**src/rtl/mac_tile_multilane_pkg.sv**
```systemverilog
// Shared definitions for the multilane MAC tile: instruction encodings
// and the position of the dataflow mode bit inside an instruction.
package mac_tile_multilane_pkg;

  // Weight-stationary instructions (mode bit clear)
  localparam logic [2:0] INST_W_IDLE  = 3'b000;
  localparam logic [2:0] INST_W_LOAD  = 3'b001;
  localparam logic [2:0] INST_W_EXEC  = 3'b010;
  localparam logic [2:0] INST_W_SWAP  = 3'b011;

  // Output-stationary instructions (mode bit set)
  localparam logic [2:0] INST_IDLE    = 3'b100;
  localparam logic [2:0] INST_O_SHIFT = 3'b101;
  localparam logic [2:0] INST_O_EXEC  = 3'b110;
  localparam logic [2:0] INST_RESET   = 3'b111;

  // Bit 2 selects the dataflow: 0 = weight-stationary, 1 = output-stationary
  localparam int MODE_BIT = 2;

endpackage

```
**src/rtl/mac_tile_multilane_if.sv**
```systemverilog
// Neighbour-facing bus of one PE tile: instruction and activations enter
// from the west, psums/operands from the north; registered copies leave
// east and results leave south.
interface mac_tile_multilane_if #(
  parameter int LANES   = 2,
  parameter int bw      = 4,
  parameter int psum_bw = 16
);

  logic [2:0]               inst_w;
  logic [LANES*bw-1:0]      in_w;
  logic [LANES*psum_bw-1:0] in_n;
  logic [2:0]               inst_e;
  logic [LANES*bw-1:0]      out_e;
  logic [LANES*psum_bw-1:0] out_s;

  // Upstream side: drives the tile inputs, observes its outputs
  modport master (
    output inst_w, in_w, in_n,
    input  inst_e, out_e, out_s
  );

  // Tile side
  modport slave (
    input  inst_w, in_w, in_n,
    output inst_e, out_e, out_s
  );

endinterface

```
**src/rtl/mac_tile_multilane_mac_lane.sv**
```systemverilog
// One lane of arithmetic: sum = a*b + c with signed/unsigned extension and
// optional saturation to the psum range. Purely combinational.
module mac_lane #(
  parameter int bw      = 4,
  parameter int psum_bw = 16,
  parameter bit SIGNED  = 1'b0,
  parameter bit SAT     = 1'b0
) (
  input  logic [bw-1:0]      a,
  input  logic [bw-1:0]      b,
  input  logic [psum_bw-1:0] c,
  output logic [psum_bw-1:0] sum
);

  localparam int PW = 2 * bw;
  // Two guard bits so the true sum never overflows before clamping
  localparam int EW = psum_bw + 2;

  logic          a_sgn_s, b_sgn_s, p_sgn_s, c_sgn_s;
  logic [PW-1:0] a_ext_s, b_ext_s, prod_s;
  logic [EW-1:0] prod_ext_s, c_ext_s, sum_ext_s;

  // Extend operands, multiply, add in a widened domain, then clamp or wrap
  always_comb begin
    a_sgn_s    = SIGNED ? a[bw-1] : 1'b0;
    b_sgn_s    = SIGNED ? b[bw-1] : 1'b0;
    // Operands pre-extended to the product width, so the low PW bits of the
    // product are exact in both signed and unsigned modes
    a_ext_s    = {{bw{a_sgn_s}}, a};
    b_ext_s    = {{bw{b_sgn_s}}, b};
    prod_s     = a_ext_s * b_ext_s;
    p_sgn_s    = SIGNED ? prod_s[PW-1] : 1'b0;
    c_sgn_s    = SIGNED ? c[psum_bw-1] : 1'b0;
    prod_ext_s = {{(EW-PW){p_sgn_s}}, prod_s};
    c_ext_s    = {{2{c_sgn_s}}, c};
    sum_ext_s  = prod_ext_s + c_ext_s;
    sum        = sum_ext_s[psum_bw-1:0];
    if (SAT) begin
      if (SIGNED) begin
        // In range only when the two guard bits match the psum sign bit
        if (sum_ext_s[EW-1:psum_bw-1] != {3{sum_ext_s[EW-1]}}) begin
          sum = sum_ext_s[EW-1] ? {1'b1, {(psum_bw-1){1'b0}}}
                                : {1'b0, {(psum_bw-1){1'b1}}};
        end else begin
          sum = sum_ext_s[psum_bw-1:0];
        end
      end else begin
        if (sum_ext_s[psum_bw]) begin
          sum = {psum_bw{1'b1}};
        end else begin
          sum = sum_ext_s[psum_bw-1:0];
        end
      end
    end else begin
      sum = sum_ext_s[psum_bw-1:0];
    end
  end

endmodule

```
**src/rtl/mac_tile_multilane.sv**
```systemverilog
// Reconfigurable PE tile: LANES MAC lanes sharing one instruction stream,
// weight-stationary with a double-buffered weight, or output-stationary
// with in-place accumulation and a psum shift chain.
module mac_tile_multilane
  import mac_tile_multilane_pkg::*;
#(
  parameter int LANES   = 2,
  parameter int bw      = 4,
  parameter int psum_bw = 16,
  parameter bit SIGNED  = 1'b0,
  parameter bit SAT     = 1'b0
) (
  input logic                  clk,
  input logic                  reset_n,
  mac_tile_multilane_if.slave  bus
);

  localparam int AW = LANES * bw;
  localparam int PW = LANES * psum_bw;

  logic [2:0]    inst_r;
  logic [AW-1:0] a_r, w_act_r, w_shd_r, b_r;
  logic [PW-1:0] c_r, c_pipe_r;
  logic          shd_empty_r, shift_first_r;

  logic          clr_s;
  logic [PW-1:0] ws_sum_s, os_sum_s, b_ext_s, out_s_s;

  // The RESET instruction clears the same state as the reset pin
  assign clr_s = !reset_n || (bus.inst_w == INST_RESET);

  for (genvar i = 0; i < LANES; i++) begin : g_lane
    mac_lane #(.bw(bw), .psum_bw(psum_bw), .SIGNED(SIGNED), .SAT(SAT)) u_ws_mac (
      .a   (a_r[i*bw +: bw]),
      .b   (w_act_r[i*bw +: bw]),
      .c   (c_r[i*psum_bw +: psum_bw]),
      .sum (ws_sum_s[i*psum_bw +: psum_bw])
    );
    mac_lane #(.bw(bw), .psum_bw(psum_bw), .SIGNED(SIGNED), .SAT(SAT)) u_os_mac (
      .a   (a_r[i*bw +: bw]),
      .b   (b_r[i*bw +: bw]),
      .c   (c_r[i*psum_bw +: psum_bw]),
      .sum (os_sum_s[i*psum_bw +: psum_bw])
    );
    assign b_ext_s[i*psum_bw +: psum_bw] =
      {{(psum_bw-bw){SIGNED & b_r[i*bw+bw-1]}}, b_r[i*bw +: bw]};
  end

  // Instruction forwarding and the shadow-buffer / first-shift flags
  always_ff @(posedge clk) begin
    if (clr_s) begin
      inst_r        <= reset_n ? INST_RESET : INST_W_IDLE;
      shd_empty_r   <= 1'b1;
      shift_first_r <= 1'b1;
    end else begin
      inst_r[2:1] <= bus.inst_w[2:1];
      // Hold back the low bit in WS mode until this tile owns its weight,
      // so a W_LOAD only ripples east once the shadow buffer is filled
      inst_r[0]   <= (!bus.inst_w[MODE_BIT] && shd_empty_r) ? 1'b0 : bus.inst_w[0];
      if (bus.inst_w == INST_W_LOAD) begin
        shd_empty_r <= 1'b0;
      end else if (bus.inst_w == INST_W_SWAP) begin
        shd_empty_r <= 1'b1;
      end
      if (bus.inst_w == INST_O_SHIFT) begin
        shift_first_r <= 1'b0;
      end
    end
  end

  // Lane datapath registers: operands, weights and partial sums
  always_ff @(posedge clk) begin
    if (clr_s) begin
      a_r      <= '0;
      w_act_r  <= '0;
      w_shd_r  <= '0;
      b_r      <= '0;
      c_r      <= '0;
      c_pipe_r <= '0;
    end else begin
      if ((bus.inst_w == INST_W_LOAD) || (bus.inst_w == INST_W_EXEC) ||
          (bus.inst_w == INST_O_EXEC)) begin
        a_r <= bus.in_w;
      end
      if ((bus.inst_w == INST_W_LOAD) && shd_empty_r) begin
        w_shd_r <= bus.in_w;
      end
      // A swap on an empty shadow deliberately reloads the stale weight
      if (bus.inst_w == INST_W_SWAP) begin
        w_act_r <= w_shd_r;
      end
      if (bus.inst_w == INST_O_EXEC) begin
        for (int i = 0; i < LANES; i++) begin
          b_r[i*bw +: bw] <= bus.in_n[i*psum_bw +: bw];
        end
      end
      if (bus.inst_w == INST_O_SHIFT) begin
        c_pipe_r <= bus.in_n;
      end
      // The final accumulate of an O_EXEC burst wins over a shift arriving
      // in the same cycle, so the finished sum is visible while shifting
      if (bus.inst_w == INST_W_EXEC) begin
        c_r <= bus.in_n;
      end else if (inst_r == INST_O_EXEC) begin
        c_r <= os_sum_s;
      end else if ((bus.inst_w == INST_O_SHIFT) && !shift_first_r) begin
        c_r <= c_pipe_r;
      end
    end
  end

  // South output: WS MAC result, OS shifted psum, or OS operand passthrough
  always_comb begin
    out_s_s = '0;
    if (!inst_r[MODE_BIT]) begin
      out_s_s = ws_sum_s;
    end else if (inst_r == INST_O_SHIFT) begin
      out_s_s = c_r;
    end else begin
      out_s_s = b_ext_s;
    end
  end

  assign bus.inst_e = inst_r;
  assign bus.out_e  = a_r;
  assign bus.out_s  = out_s_s;

endmodule

```
**src/flat_wrapper.sv**
```systemverilog
// flat-port wrapper written by rule: the top's interface ports become plain ports
module mac_tile_multilane_flat import mac_tile_multilane_pkg::*;
#(
  parameter int LANES   = 2,
  parameter int bw      = 4,
  parameter int psum_bw = 16,
  parameter bit SIGNED  = 1'b0,
  parameter bit SAT     = 1'b0
)
  (clk, reset_n, bus_inst_w, bus_in_w, bus_in_n, bus_inst_e, bus_out_e, bus_out_s);
  mac_tile_multilane_if #(.LANES(LANES), .bw(bw), .psum_bw(psum_bw)) bus_i ();
  input logic clk;
  input logic reset_n;
  input wire logic [$bits(bus_i.inst_w)-1:0] bus_inst_w;
  input wire logic [$bits(bus_i.in_w)-1:0] bus_in_w;
  input wire logic [$bits(bus_i.in_n)-1:0] bus_in_n;
  output wire logic [$bits(bus_i.inst_e)-1:0] bus_inst_e;
  output wire logic [$bits(bus_i.out_e)-1:0] bus_out_e;
  output wire logic [$bits(bus_i.out_s)-1:0] bus_out_s;
  assign bus_i.inst_w = bus_inst_w;
  assign bus_i.in_w = bus_in_w;
  assign bus_i.in_n = bus_in_n;
  assign bus_inst_e = bus_i.inst_e;
  assign bus_out_e = bus_i.out_e;
  assign bus_out_s = bus_i.out_s;
  mac_tile_multilane #(.LANES(LANES), .bw(bw), .psum_bw(psum_bw), .SIGNED(SIGNED), .SAT(SAT)) u_core (.clk(clk), .reset_n(reset_n), .bus(bus_i));
endmodule
```
**config.mk**
```make
export PLATFORM = sky130hd
export DESIGN_NAME = mac_tile_multilane_flat
export DESIGN_NICKNAME = d
export VERILOG_FILES = /design/src/rtl/mac_tile_multilane_pkg.sv /design/src/rtl/mac_tile_multilane_if.sv /design/src/rtl/mac_tile_multilane_mac_lane.sv /design/src/rtl/mac_tile_multilane.sv /design/src/flat_wrapper.sv
export SDC_FILE = /design/constraint.sdc
export NUM_CORES = 1
export LEC_CHECK = 0
export CAP_MARGIN = 20
export CORE_MARGIN = 2
export CORE_UTILIZATION = 42
export CTS_CLUSTER_DIAMETER = 120
export DETAILED_ROUTE_END_ITERATION = 6
export SLEW_MARGIN = 0
export SYNTH_ARGS = -nofsm -noshare
export SYNTH_HDL_FRONTEND = slang
export SYNTH_SLANG_ARGS = --single-unit
```
**constraint.sdc**
```tcl
create_clock -name clk -period 4.55 [get_ports clk]
set_clock_uncertainty 0.05 [all_clocks]
set_input_delay 0.6825 -clock clk [delete_from_list [all_inputs] [get_ports clk]]
set_output_delay 0.6825 -clock clk [all_outputs]
set_load 0.05 [all_outputs]
```
-- Yosys cells after proc, flatten, opt, wreduce, memory -nomap -nowiden
Cells that the tools add are included.
- word-level logic and storage cells: 46
- bits in read-only memories: 0
- bits in registers: 101
- memories: 0
- output and inout port bits: 43
- bits in writable memories: 0
- input port bits: 45
- bits in latches: 0
- equality and inequality tests: 8
- multiplexer cells: 10
- divide/modulo/power cells: 0
- shift-type cells: 0
- reduce and logical (&&, ||, !) cells: 11
- add/subtract/negate cells: 4
- magnitude comparators: 0
- multiply operators: 4
- bitwise gates (word level): 0
- operators by type and width (kind ; count):
    $mux 32 ; 5
    $add 8x16->16 ; 4
    $mul 4x4->8 ; 4
    $eq 3x3->1 const B ; 5
    $eq 3x2->1 const B ; 2
    $mux 3 ; 2
    $eq 3x1->1 const B ; 1
    $logic_and 1x1->1 ; 3
    $logic_not 1->1 ; 3
    $logic_or 1x1->1 ; 3
    $mux 1 ; 3
    $reduce_bool 3->1 ; 1
    $reduce_bool 2->1 ; 1

-- Depth between registers and ports, before layout
Gate-level depths: netlist of run 1.
- depth after elaboration: 5
- gate-level depth with buffers: 15
- depth with buffers taken out: 14

-- By module
From an unflattened synthesis of run 1, not the netlist that was laid out.
- cells, all modules: 1025
- area total of the unflattened synthesis: 8071.5 µm²
- by module, submodules not included (module ; area each (µm²) ; cells an instance ; instances):
    mac_tile_multilane ; 4580.6 ; 609 ; 1
    mac_lane (u_core.g_lane[0].u_ws_mac ...) ; 879.6 ; 104 ; 2
    mac_lane (u_core.g_lane[1].u_ws_mac) ; 867.1 ; 104 ; 1
    mac_lane (u_core.g_lane[0].u_os_mac) ; 864.6 ; 104 ; 1

-- Worst setup path after synthesis of run 1
Ideal clock, no wire load.
- path kind: flip-flop to output port
- start point: reg u_core.a_r[2] (netlist: u_core.bus.out_e[2])
- end point: out bus_out_s[11]
- cell stages (with the launch flop): 12
- buffers on the path: 0
- slack: -1.157 ns
- arrival: 4.974 ns
- cell sequence: dfxtp_1 -> nand2_1 -> fa_1 -> fa_1 -> fa_1 -> inv_1 -> ha_1 -> a21o_1 -> a21oi_1 -> o21ai_1 -> nand2_1 -> o41ai_1
- cells in the longest elaborated chain, start to end: 3
- ends and longest elaborated chain (what ; line ; text):
    start: declaration ; mac_tile_multilane.sv:22 ; logic [AW-1:0] a_r, w_act_r, w_shd_r, b_r;
    start signal: assignment ; mac_tile_multilane.sv:83 ; a_r <= bus.in_w;
    $mul 4x4->8 ; mac_tile_multilane_mac_lane.sv:31 ; prod_s = a_ext_s * b_ext_s;
    $add 8x16->16 ; mac_tile_multilane_mac_lane.sv:36 ; sum_ext_s = prod_ext_s + c_ext_s;
    $mux 32 ; mac_tile_multilane.sv:115 ; if (!inst_r[MODE_BIT]) begin
    end: declaration ; flat_wrapper.sv:19 ; output wire logic [$bits(bus_i.out_s)-1:0] bus_out_s;
Every way passes these cells.

-- Worst setup path in the final report of run 1
- start point: reg u_core.a_r[4] (netlist: u_core.bus.out_e[4])
- end point: out bus_out_s[31]
Same word-level chain as after synthesis.

==> results of run 1 <==
==> power by group through the flow <==
stage | clock network [mW] | logic, mW | registers, mW
2_1_floorplan | 0 | 0.257 | 0.979
3_3_place_gp | 0 | 0.445 | 0.972
3_5_place_dp | 0 | 0.446 | 0.972
4_1_cts | 0.752 | 0.456 | 0.952
5_1_grt | 0.779 | 0.505 | 0.960
6_report | 0.732 | 0.469 | 0.956
==> sequential cells by signal, indices dropped and copies added, names as in the netlist <==
register,cells
u_core.c_r,32
u_core.shd_empty_r,1
u_core.shift_first_r,1
u_core.bus.out_e,8
u_core.b_r,8
u_core.c_pipe_r,32
u_core.bus.inst_e,3
u_core.w_shd_r,8
u_core.w_act_r,8
==> area by class of cell <==
| class | instances | area share, % |
|---|---|---|
| sequential | 101 | 19.4 |
| tap | 265 | 3.14 |
| clock buffer | 11 | 2.30 |
| clock inverter | 5 | 0.332 |
| multi-input combinational | 806 | 58.7 |
| timing repair buffer | 116 | 12.6 |
| inverter | 100 | 3.56 |
| antenna | 1 | 0.0237 |
==> worst min-delay path, cell delays in order (launching register included) <==
cell and delay, ns:
sky130_fd_sc_hd__dfxtp_1 0.31, sky130_fd_sc_hd__nand2_1 0.05, sky130_fd_sc_hd__a21oi_1 0.05
==> placed cells by master (no fill, tap or decap), types with 20 or more instances in the layout <==
cell type / synthesis / routed
sky130_fd_sc_hd__nand2_1: 176 / 168
sky130_fd_sc_hd__inv_1: 100 / 95
sky130_fd_sc_hd__dfxtp_1: 101 / 89
sky130_fd_sc_hd__a21oi_1: 82 / 73
sky130_fd_sc_hd__ha_1: 72 / 65
sky130_fd_sc_hd__nor2_1: 64 / 63
sky130_fd_sc_hd__clkdlybuf4s50_1: 0 / 57
sky130_fd_sc_hd__and2_1: 55 / 51
sky130_fd_sc_hd__mux2i_1: 34 / 34
sky130_fd_sc_hd__o21ai_0: 53 / 33
sky130_fd_sc_hd__fa_1: 36 / 33
sky130_fd_sc_hd__buf_4: 3 / 33
sky130_fd_sc_hd__nand3_1: 23 / 20
sky130_fd_sc_hd__o21ai_1: 15 / 20
sky130_fd_sc_hd__buf_12: 0 / 20
==> cell families (layout without fill, tap and decap cells) <==
group | Yosys count | in the layout | share of synthesized area [%]
flip-flops | 101 | 101 | 24.4
XOR/XNOR | 23 | 23 | 2.44
AND/OR/NAND/NOR | 364 | 364 | 20.5
buffers and inverters | 151 | 232 | 7.73
other | 0 | 1 | 0
adder cells (fa/ha/maj) | 108 | 108 | 19.6
AO/OA/AOI/OAI | 276 | 276 | 21.0
multiplexers | 35 | 35 | 4.30
==> layer usage <==
metal | vias to the layer above | global-route usage, % | routed length [µm] | part of all wire [%]
met2 | 164 | 40.0 | 11700 | 48
met1 | 3696 | 32.5 | 11500 | 47
met5 | - | 0 | 0 | 0
met3 | 20 | 3.41 | 981 | 4.0
li1 | 3798 | - | - | -
met4 | 0 | 5.21 | 300 | 1.2
==> what timing repair did <==
action | 4_1_cts | 5_1_grt
gates resized for setup | 42 | 67
buffers inserted | 2 | 7
pin swaps | 27 | 36
endpoints found under the setup margin | 17 | 18
gates cloned | 0 | 0
==> through the flow <==
stage	worst slack, ns	area [µm²]
final	-0.0407	10500
after global routing	-0.161	10500
after detailed placement	0.00367	9740
after CTS	-0.00570	10200
after global placement	0.0900	9740
after floorplan	-0.0207	8440
==> path summary, 6_finish.rpt <==
path | start | to
worst max-delay path | u_core.bus.out_e[4]$_SDFFE_PP0P_ | bus_out_s[31]
worst min register to register | u_core.c_pipe_r[21]$_SDFFE_PP0N_ | u_core.c_pipe_r[21]$_SDFFE_PP0N_
worst min-delay path | u_core.c_pipe_r[21]$_SDFFE_PP0N_ | u_core.c_pipe_r[21]$_SDFFE_PP0N_
worst max register to register | u_core.bus.out_e[0]$_SDFFE_PP0P_ | u_core.c_r[15]$_SDFFE_PP0P_
==> impl_metrics.prom, run 1 <==
# TYPE chip_impl_metric gauge
chip_impl_metric{name="drtAntennaViolNets",unit=""} 0
chip_impl_metric{name="intPower",unit="mW"} 1.49
chip_impl_metric{name="timing.max_slew.rel_slack",unit="%"} 33.9
chip_impl_metric{name="synth_area",unit="µm²"} 8270
chip_impl_metric{name="leakage",unit="nW"} 4.44
chip_impl_metric{name="num_io_pins",unit=""} 88
chip_impl_metric{name="total_overflow_reported_by_the_global_router",unit=""} 0
chip_impl_metric{name="routabilityCongestion",unit=""} 0.865
chip_impl_metric{name="detail_route.drc_violations",unit=""} 0
chip_impl_metric{name="regToRegSetupSlack",unit="ns"} 0.63
chip_impl_metric{name="floorplan.initialDensity",unit="%"} 42.6
chip_impl_info{name="violations_in_the_final_reports",value="negative setup slack"} 1
chip_impl_metric{name="timing.final.hold_violations",unit=""} 0
chip_impl_metric{name="switching_share",unit="%"} 30.8
chip_impl_metric{name="maxClockFrequency",unit="GHz"} 0.218
chip_impl_metric{name="clock_power_share",unit="%"} 33.9
chip_impl_metric{name="crit_fanout",unit=""} 3
chip_impl_metric{name="timing.critical_path.required",unit="ns"} 3.82
chip_impl_metric{name="first_iter_violations",unit=""} 515
chip_impl_metric{name="postRouteWirelength",unit="µm"} 24600
chip_impl_metric{name="period_minus_slack",unit="ns"} 4.59
chip_impl_metric{name="floorplan.die_area",unit="µm²"} 20800
chip_impl_metric{name="final_max_slew_viol_count",unit=""} 0
chip_impl_info{name="timing.critical_path.cells",value="nand2_2, fa_1, fa_2, fa_1, inv_2, ha_4, a21o_1, a31oi_4, a31oi_4, o21ai_2, or3_1, nand3_2, buf_12"} 1
chip_impl_metric{name="timing.final.crit_share",unit="%"} 101
chip_impl_metric{name="comb_power_share",unit="%"} 21.7
chip_impl_metric{name="hpwl",unit="µm"} 17600
chip_impl_metric{name="place.port_buffers",unit=""} 87
chip_impl_metric{name="power_switching",unit="mW"} 0.665
chip_impl_metric{name="worst_path_depth",unit=""} 13
chip_impl_metric{name="ctsHtreeMaxLevel",unit=""} 3
chip_impl_metric{name="global_route_wire_length_before_repair",unit="µm"} 38900
chip_impl_info{name="endpoint_kind",value="output port"} 1
chip_impl_metric{name="core_area",unit="µm²"} 19400
chip_impl_metric{name="power.density_cell_area",unit="nW/µm²"} 204
chip_impl_metric{name="peakVddDrop",unit="mV"} 0.182
chip_impl_metric{name="post_synth_inst_count",unit=""} 1058
chip_impl_metric{name="number_of_antenna_violations_at_the_first_check_in_global_routing",unit=""} 0
chip_impl_metric{name="via_count",unit=""} 7678
chip_impl_metric{name="power.share.sequential",unit="%"} 44.3
chip_impl_info{name="rsz0062_at_grt",value="yes"} 1
chip_impl_metric{name="avgSynthCellArea",unit="µm²"} 7.82
chip_impl_info{name="dominant_cells_by_area_after_synthesis",value="sky130_fd_sc_hd__dfxtp_1 24%, sky130_fd_sc_hd__ha_1 11%, sky130_fd_sc_hd__fa_1 8.7%, sky130_fd_sc_hd__nand2_1 8.0%, sky130_fd_sc_hd__a21oi_1 5.0%"} 1
chip_impl_info{name="cts_tree",value="done"} 1
chip_impl_metric{name="peak_per_stage_delay_on_the_critical_path",unit="ns"} 0.56
chip_impl_info{name="synth_top_cell_by_area",value="sky130_fd_sc_hd__dfxtp_1"} 1
chip_impl_metric{name="final_core_utilization",unit="%"} 54.4
chip_impl_info{name="path_class",value="flop to output port"} 1
chip_impl_metric{name="largest_net_degree_at_the_start_of_global_routing",unit=""} 45
chip_impl_info{name="root_buffer",value="sky130_fd_sc_hd__clkbuf_16"} 1
chip_impl_info{name="outcome",value="complete, but fails checks"} 1
chip_impl_metric{name="critical_path_arrival",unit="ns"} 3.86
chip_impl_metric{name="max-clock-path-buffers",unit=""} 2
chip_impl_info{name="synthFlopType",value="sky130_fd_sc_hd__dfxtp_1"} 1
chip_impl_metric{name="die_height",unit="µm"} 144
chip_impl_metric{name="die_width",unit="µm"} 144
chip_impl_metric{name="synth_largest_type_area_fraction",unit="%"} 24.4
chip_impl_metric{name="worst_hold_slack",unit="ns"} 0.402
chip_impl_metric{name="firstDrtPassIters",unit=""} 5
chip_impl_metric{name="cts_hold_buf",unit=""} 0
chip_impl_metric{name="wire_per_inst",unit="µm"} 17.5
chip_impl_metric{name="route.detailed.vias_per_inst",unit=""} 5.46
chip_impl_info{name="critical_path.slowest_cell",value="sky130_fd_sc_hd__fa_1"} 1
chip_impl_info{name="yosysMostFrequentCell",value="sky130_fd_sc_hd__nand2_1"} 1
chip_impl_metric{name="cts.sinks",unit=""} 101
chip_impl_metric{name="synth_seq_cells",unit=""} 101
chip_impl_info{name="cp_top_family",value="adder cells"} 1
chip_impl_metric{name="row_count",unit=""} 51
chip_impl_metric{name="multi_input_comb_area",unit="µm²"} 6190
chip_impl_metric{name="grt_pass1_vias",unit=""} 7481
chip_impl_metric{name="worstHoldPathCells",unit=""} 2
chip_impl_metric{name="synth.distinct_cells",unit=""} 74
chip_impl_metric{name="cts-buffers-inserted",unit=""} 9
chip_impl_metric{name="final_nets",unit=""} 1287
chip_impl_metric{name="maxCapViolations",unit=""} 0
chip_impl_metric{name="synth_edf_count",unit=""} 0
chip_impl_metric{name="max_slew.worst_pin.slew",unit="ns"} 0.987
chip_impl_metric{name="final.fill_count",unit=""} 1891
chip_impl_metric{name="drive_above_1_share",unit="%"} 16.4
chip_impl_metric{name="area.growth.synth_to_final",unit="%"} 27.5
chip_impl_metric{name="ff2ff_path_depth",unit=""} 13
chip_impl_info{name="setup.worst_path.start_class",value="flop"} 1
chip_impl_metric{name="totalPowerFinal",unit="mW"} 2.16
chip_impl_metric{name="async_reset_ff_share",unit="%"} 0
chip_impl_metric{name="fin_cells",unit=""} 1405
chip_impl_metric{name="setup-tns-final",unit="ns"} -0.0867
chip_impl_info{name="synth_commonest_cells",value="176 x sky130_fd_sc_hd__nand2_1, 101 x sky130_fd_sc_hd__dfxtp_1, 100 x sky130_fd_sc_hd__inv_1"} 1
chip_impl_metric{name="yosysWarnings",unit=""} 0
chip_impl_metric{name="path_clk_slew",unit="ns"} 0.07
chip_impl_metric{name="global_route.usage.total",unit="%"} 23.8
chip_impl_metric{name="clock_insertion_delay_worst_skew",unit="ns"} 0.35
chip_impl_metric{name="sequential_cell_area",unit="µm²"} 2040
chip_impl_metric{name="proportion_of_synthesized_chip_area_in_sequential_cells",unit="%"} 24.4
chip_impl_metric{name="synth.net_count",unit=""} 1211
chip_impl_metric{name="placed_cells_incl_taps",unit=""} 1379
chip_impl_metric{name="finalSetupViolations",unit=""} 6
chip_impl_info{name="min-delay-path-class",value="flop to flop"} 1
chip_impl_metric{name="critical_path.n_buffers_inverters",unit=""} 2
chip_impl_metric{name="setup_ws",unit="ns"} -0.0407
(Power assumes the default switching activity.)
==> inputs of run 2 (changes only) <==
--- a/config.mk
+++ b/config.mk
@@ -13,4 +13,5 @@
 export SLEW_MARGIN = 0
 export SYNTH_ARGS = -nofsm -noshare
 export SYNTH_HDL_FRONTEND = slang
+export SYNTH_HIERARCHICAL = 1
 export SYNTH_SLANG_ARGS = --single-unit
==> run 2 against run 1 <==
Effect of this change:
- the flow still finishes with violations (negative setup slack)
- power shrank 4.7%
- non-clock buffer count grew 21
- synthesized area shrank 2.4%
- largest cell class unchanged
==> impl_metrics.prom, run 2 <==
# TYPE chip_impl_metric gauge
chip_impl_metric{name="synth_seq_cells",unit=""} 101
chip_impl_metric{name="power.density_cell_area",unit="nW/µm²"} 196
chip_impl_metric{name="timing.critical_path.required",unit="ns"} 3.82
chip_impl_metric{name="synth.net_count",unit=""} 1178
chip_impl_metric{name="global_route.usage.total",unit="%"} 22.7
chip_impl_info{name="endpoint_kind",value="output port"} 1
chip_impl_metric{name="via_count",unit=""} 7316
chip_impl_metric{name="hpwl",unit="µm"} 15900
chip_impl_metric{name="cts-buffers-inserted",unit=""} 9
chip_impl_metric{name="wire_per_inst",unit="µm"} 16.4
chip_impl_metric{name="async_reset_ff_share",unit="%"} 0
chip_impl_info{name="layout_commonest_cell",value="sky130_fd_sc_hd__nand2_1"} 1
chip_impl_info{name="setup.worst_path.start_class",value="flop"} 1
chip_impl_metric{name="synth_mux_area_share",unit="%"} 2.98
chip_impl_metric{name="grt.met1_usage",unit="%"} 34.1
chip_impl_metric{name="row_count",unit=""} 50
chip_impl_metric{name="yosys.area_share.simple",unit="%"} 21.7
chip_impl_metric{name="final_nets",unit=""} 1275
chip_impl_info{name="hold_path_startpoint",value="u_core/shd_empty_r$_SDFFE_PP1P_"} 1
chip_impl_metric{name="ctsHtreeMaxLevel",unit=""} 3
chip_impl_metric{name="crit_fanout",unit=""} 3
chip_impl_info{name="yosysMostFrequentCell",value="sky130_fd_sc_hd__nand2_1"} 1
chip_impl_metric{name="first_iter_violations",unit=""} 430
chip_impl_metric{name="timing.final.crit_share",unit="%"} 104
chip_impl_metric{name="area.growth.synth_to_final",unit="%"} 29.8
chip_impl_info{name="dominant_combinational_cell_family_by_area_after_synthesis",value="simple AND/OR/NAND/NOR gates"} 1
chip_impl_metric{name="core_area",unit="µm²"} 18800
chip_impl_metric{name="cts_hold_buf",unit=""} 0
chip_impl_metric{name="clock_insertion_delay_worst_skew",unit="ns"} 0.37
chip_impl_metric{name="number_of_antenna_violations_at_the_first_check_in_global_routing",unit=""} 0
chip_impl_metric{name="grt_pass1_vias",unit=""} 6958
chip_impl_metric{name="postRouteWirelength",unit="µm"} 22300
chip_impl_metric{name="synth-xor-area-share",unit="%"} 5.64
chip_impl_metric{name="max-clock-path-buffers",unit=""} 2
chip_impl_metric{name="largest_net_degree_at_the_start_of_global_routing",unit=""} 65
chip_impl_metric{name="use_met3",unit="%"} 3.19
chip_impl_metric{name="path_clk_slew",unit="ns"} 0.07
chip_impl_metric{name="proportion_of_synthesized_chip_area_in_sequential_cells",unit="%"} 25.1
chip_impl_info{name="outcome",value="complete, but fails checks"} 1
chip_impl_info{name="synth_commonest_cells",value="207 x sky130_fd_sc_hd__nand2_1, 101 x sky130_fd_sc_hd__dfxtp_1, 90 x sky130_fd_sc_hd__inv_1"} 1
chip_impl_info{name="layout_common_cells",value="204 x sky130_fd_sc_hd__nand2_1, 88 x sky130_fd_sc_hd__dfxtp_1, 84 x sky130_fd_sc_hd__inv_1"} 1
chip_impl_metric{name="synth_compound_area_share",unit="%"} 17.7
chip_impl_info{name="synth_top_cell_by_area",value="sky130_fd_sc_hd__dfxtp_1"} 1
chip_impl_metric{name="maxClockFrequency",unit="GHz"} 0.211
chip_impl_metric{name="floorplan.die_area",unit="µm²"} 20300
chip_impl_metric{name="timing.max_slew.rel_slack",unit="%"} 32.2
chip_impl_metric{name="global_route.usage.met2",unit="%"} 34.7
chip_impl_metric{name="drive_above_1_share",unit="%"} 17.1
chip_impl_metric{name="cts.sinks",unit=""} 101
chip_impl_metric{name="yosysWarnings",unit=""} 6
chip_impl_info{name="root_buffer",value="sky130_fd_sc_hd__clkbuf_16"} 1
chip_impl_metric{name="critical_path_arrival",unit="ns"} 4.00
chip_impl_metric{name="multi_input_comb_area",unit="µm²"} 6010
chip_impl_metric{name="post_synth_inst_count",unit=""} 1025
chip_impl_info{name="violations_in_the_final_reports",value="negative setup slack"} 1
chip_impl_metric{name="detail_route.drc_violations",unit=""} 0
chip_impl_metric{name="die_height",unit="µm"} 143
chip_impl_metric{name="setup_ws",unit="ns"} -0.180
chip_impl_info{name="cts_tree",value="done"} 1
chip_impl_info{name="path_class",value="flop to output port"} 1
chip_impl_info{name="reg.largest.list",value="u_core/c_pipe_r (32), u_core/c_r (32)"} 1
chip_impl_metric{name="synth_largest_type_area_fraction",unit="%"} 25.1
chip_impl_metric{name="total_overflow_reported_by_the_global_router",unit=""} 0
chip_impl_info{name="grt-busiest-layer",value="met2"} 1
chip_impl_metric{name="timing.final.hold_violations",unit=""} 0
chip_impl_metric{name="drtAntennaViolNets",unit=""} 0
chip_impl_metric{name="floorplan.initialDensity",unit="%"} 43.0
chip_impl_metric{name="avgSynthCellArea",unit="µm²"} 7.87
chip_impl_metric{name="synth_area_in_adders",unit="%"} 20.1
chip_impl_info{name="cp-startpoint",value="u_core/bus.out_e[2]$_SDFFE_PP0P_"} 1
chip_impl_info{name="origin_of_the_critical_flop_to_flop_path",value="u_core/bus.out_e[4]$_SDFFE_PP0P_"} 1
chip_impl_metric{name="max_slew.worst_pin.slew",unit="ns"} 1.01
chip_impl_metric{name="antenna-diode-count",unit=""} 0
chip_impl_info{name="synthFlopType",value="sky130_fd_sc_hd__dfxtp_1"} 1
chip_impl_metric{name="routabilityCongestion",unit=""} 0.942
chip_impl_info{name="rsz0062_at_grt",value="yes"} 1
chip_impl_metric{name="firstDrtPassIters",unit=""} 5
chip_impl_metric{name="synth_area",unit="µm²"} 8070
chip_impl_metric{name="synth.distinct_cells",unit=""} 41
chip_impl_metric{name="route.detailed.vias_per_inst",unit=""} 5.38
chip_impl_info{name="min-delay-path-class",value="flop to flop"} 1
chip_impl_metric{name="synth_edf_count",unit=""} 0
chip_impl_info{name="dominant_cells_by_area_after_synthesis",value="sky130_fd_sc_hd__dfxtp_1 25%, sky130_fd_sc_hd__ha_1 11%, sky130_fd_sc_hd__nand2_1 9.6%, sky130_fd_sc_hd__fa_1 8.9%, sky130_fd_sc_hd__a21oi_1 5.2%"} 1
chip_impl_metric{name="leakage",unit="nW"} 4.58
chip_impl_metric{name="sequential_cell_area",unit="µm²"} 2050
chip_impl_metric{name="final_max_slew_viol_count",unit=""} 0
chip_impl_metric{name="finalSetupViolations",unit=""} 7
chip_impl_metric{name="num_io_pins",unit=""} 88
chip_impl_metric{name="worst_hold_slack",unit="ns"} 0.399
chip_impl_metric{name="peakVddDrop",unit="mV"} 0.182
chip_impl_metric{name="global_route_wire_length_before_repair",unit="µm"} 37000
chip_impl_metric{name="detailedPlace.worstSlack",unit="ns"} -0.0389
chip_impl_metric{name="period_minus_slack",unit="ns"} 4.73
chip_impl_metric{name="place.port_buffers",unit=""} 87
chip_impl_metric{name="maxCapViolations",unit=""} 0
chip_impl_metric{name="final.fill_count",unit=""} 1768
chip_impl_metric{name="die_width",unit="µm"} 143
==> run 2: cell count changes in the layout (fill, tap and decap cells not counted), moves of 11 or more <==
| cell | change |
|---|---|
| sky130_fd_sc_hd__buf_4 | +14 |
| sky130_fd_sc_hd__inv_1 | -11 |
| sky130_fd_sc_hd__o21ai_1 | -17 |
| sky130_fd_sc_hd__o21ai_2 | -12 |
| sky130_fd_sc_hd__nand2_1 | +36 |
| sky130_fd_sc_hd__nor3b_1 | +11 |
| sky130_fd_sc_hd__and2_1 | -12 |
| sky130_fd_sc_hd__o211ai_1 | -13 |
| sky130_fd_sc_hd__xor2_1 | +21 |
| sky130_fd_sc_hd__a22o_1 | +32 |
| sky130_fd_sc_hd__a31oi_1 | +15 |
| sky130_fd_sc_hd__o21ai_0 | -29 |
==> run 2: metal layers <==
| layer | up-vias | part of all wire, % |
|---|---|---|
| li1 | 3649 | - |
| met1 | 3479 | 51 |
| met2 | 164 | 43 |
| met3 | 24 | 4.4 |
| met4 | 0 | 1.5 |
| met5 | - | 0 |
==> run 2: path summary, 6_finish.rpt <==
kind / endpoint / slack, ns / cells after the start
worst min-delay path: u_core/bus.inst_e[0]$_DFF_P_ / 0.40 / 1
worst max register to register: u_core/c_r[29]$_SDFFE_PP0P_ / 0.30 / 16
worst max-delay path: bus_out_s[14] / -0.18 / 14
worst min register to register: u_core/bus.inst_e[0]$_DFF_P_ / 0.40 / 1
==> run 2: logic make-up (layout without fill, tap and decap cells) <==
kind of cell | count (synthesis) | count (layout)
AO/OA/AOI/OAI | 217 | 217
AND/OR/NAND/NOR | 382 | 382
flip-flops | 101 | 101
multiplexers | 24 | 24
XOR/XNOR | 52 | 52
adder cells (fa/ha/maj) | 108 | 108
buffers and inverters | 141 | 243
==> run 2: where the power goes <==
group	leakage (nW)	switching (mW)	total [mW]	internal, mW
clock network	0.140	0.379	0.762	0.383
logic	3.61	0.218	0.363	0.145
registers	0.826	0.0242	0.932	0.907
==> run 2: worst max-delay path, cell delays in order (launching register included) <==
cell,delay [ns]
sky130_fd_sc_hd__dfxtp_2,0.34
sky130_fd_sc_hd__nand2_2,0.07
sky130_fd_sc_hd__fa_1,0.56
sky130_fd_sc_hd__fa_1,0.45
sky130_fd_sc_hd__fa_1,0.51
sky130_fd_sc_hd__inv_2,0.05
sky130_fd_sc_hd__ha_4,0.28
sky130_fd_sc_hd__nand3_4,0.07
sky130_fd_sc_hd__o2111ai_4,0.26
sky130_fd_sc_hd__a21oi_4,0.10
sky130_fd_sc_hd__nor4b_4,0.30
sky130_fd_sc_hd__xor2_1,0.18
sky130_fd_sc_hd__inv_1,0.09
sky130_fd_sc_hd__o22ai_4,0.20
sky130_fd_sc_hd__buf_12,0.17
==> run 2: repair_timing <==
action                     in CTS  in global routing
pin swaps                      42                 26
resized for setup              45                 24
hold endpoints to repair        0                  0
buffers inserted               11                  8
setup endpoints to repair      20                 22
==> run 2: area by class of cell <==
type                    count  area share (%)
repair buffers            137            14.3
multi-input cells         783            57.4
clock inverters             6           0.525
well taps                 234            2.79
flip-flops and latches    101            19.5
inverters                  90            3.22
clock buffers              10            2.19
==> run 2: metrics by stage <==
step                power, mW  cells  TNS, ns  area, µm²  utilization [%]
floorplan                1.15   1025        0       8270                -
global placement         1.30   1326  -0.0279       9720             51.8
detailed placement       1.30   1326  -0.0458       9720             51.8
CTS                      2.07   1353   -0.648      10300             54.8
global route             2.14   1361    -3.21      10500             55.8
finish                   2.06   1361   -0.728      10500             55.8
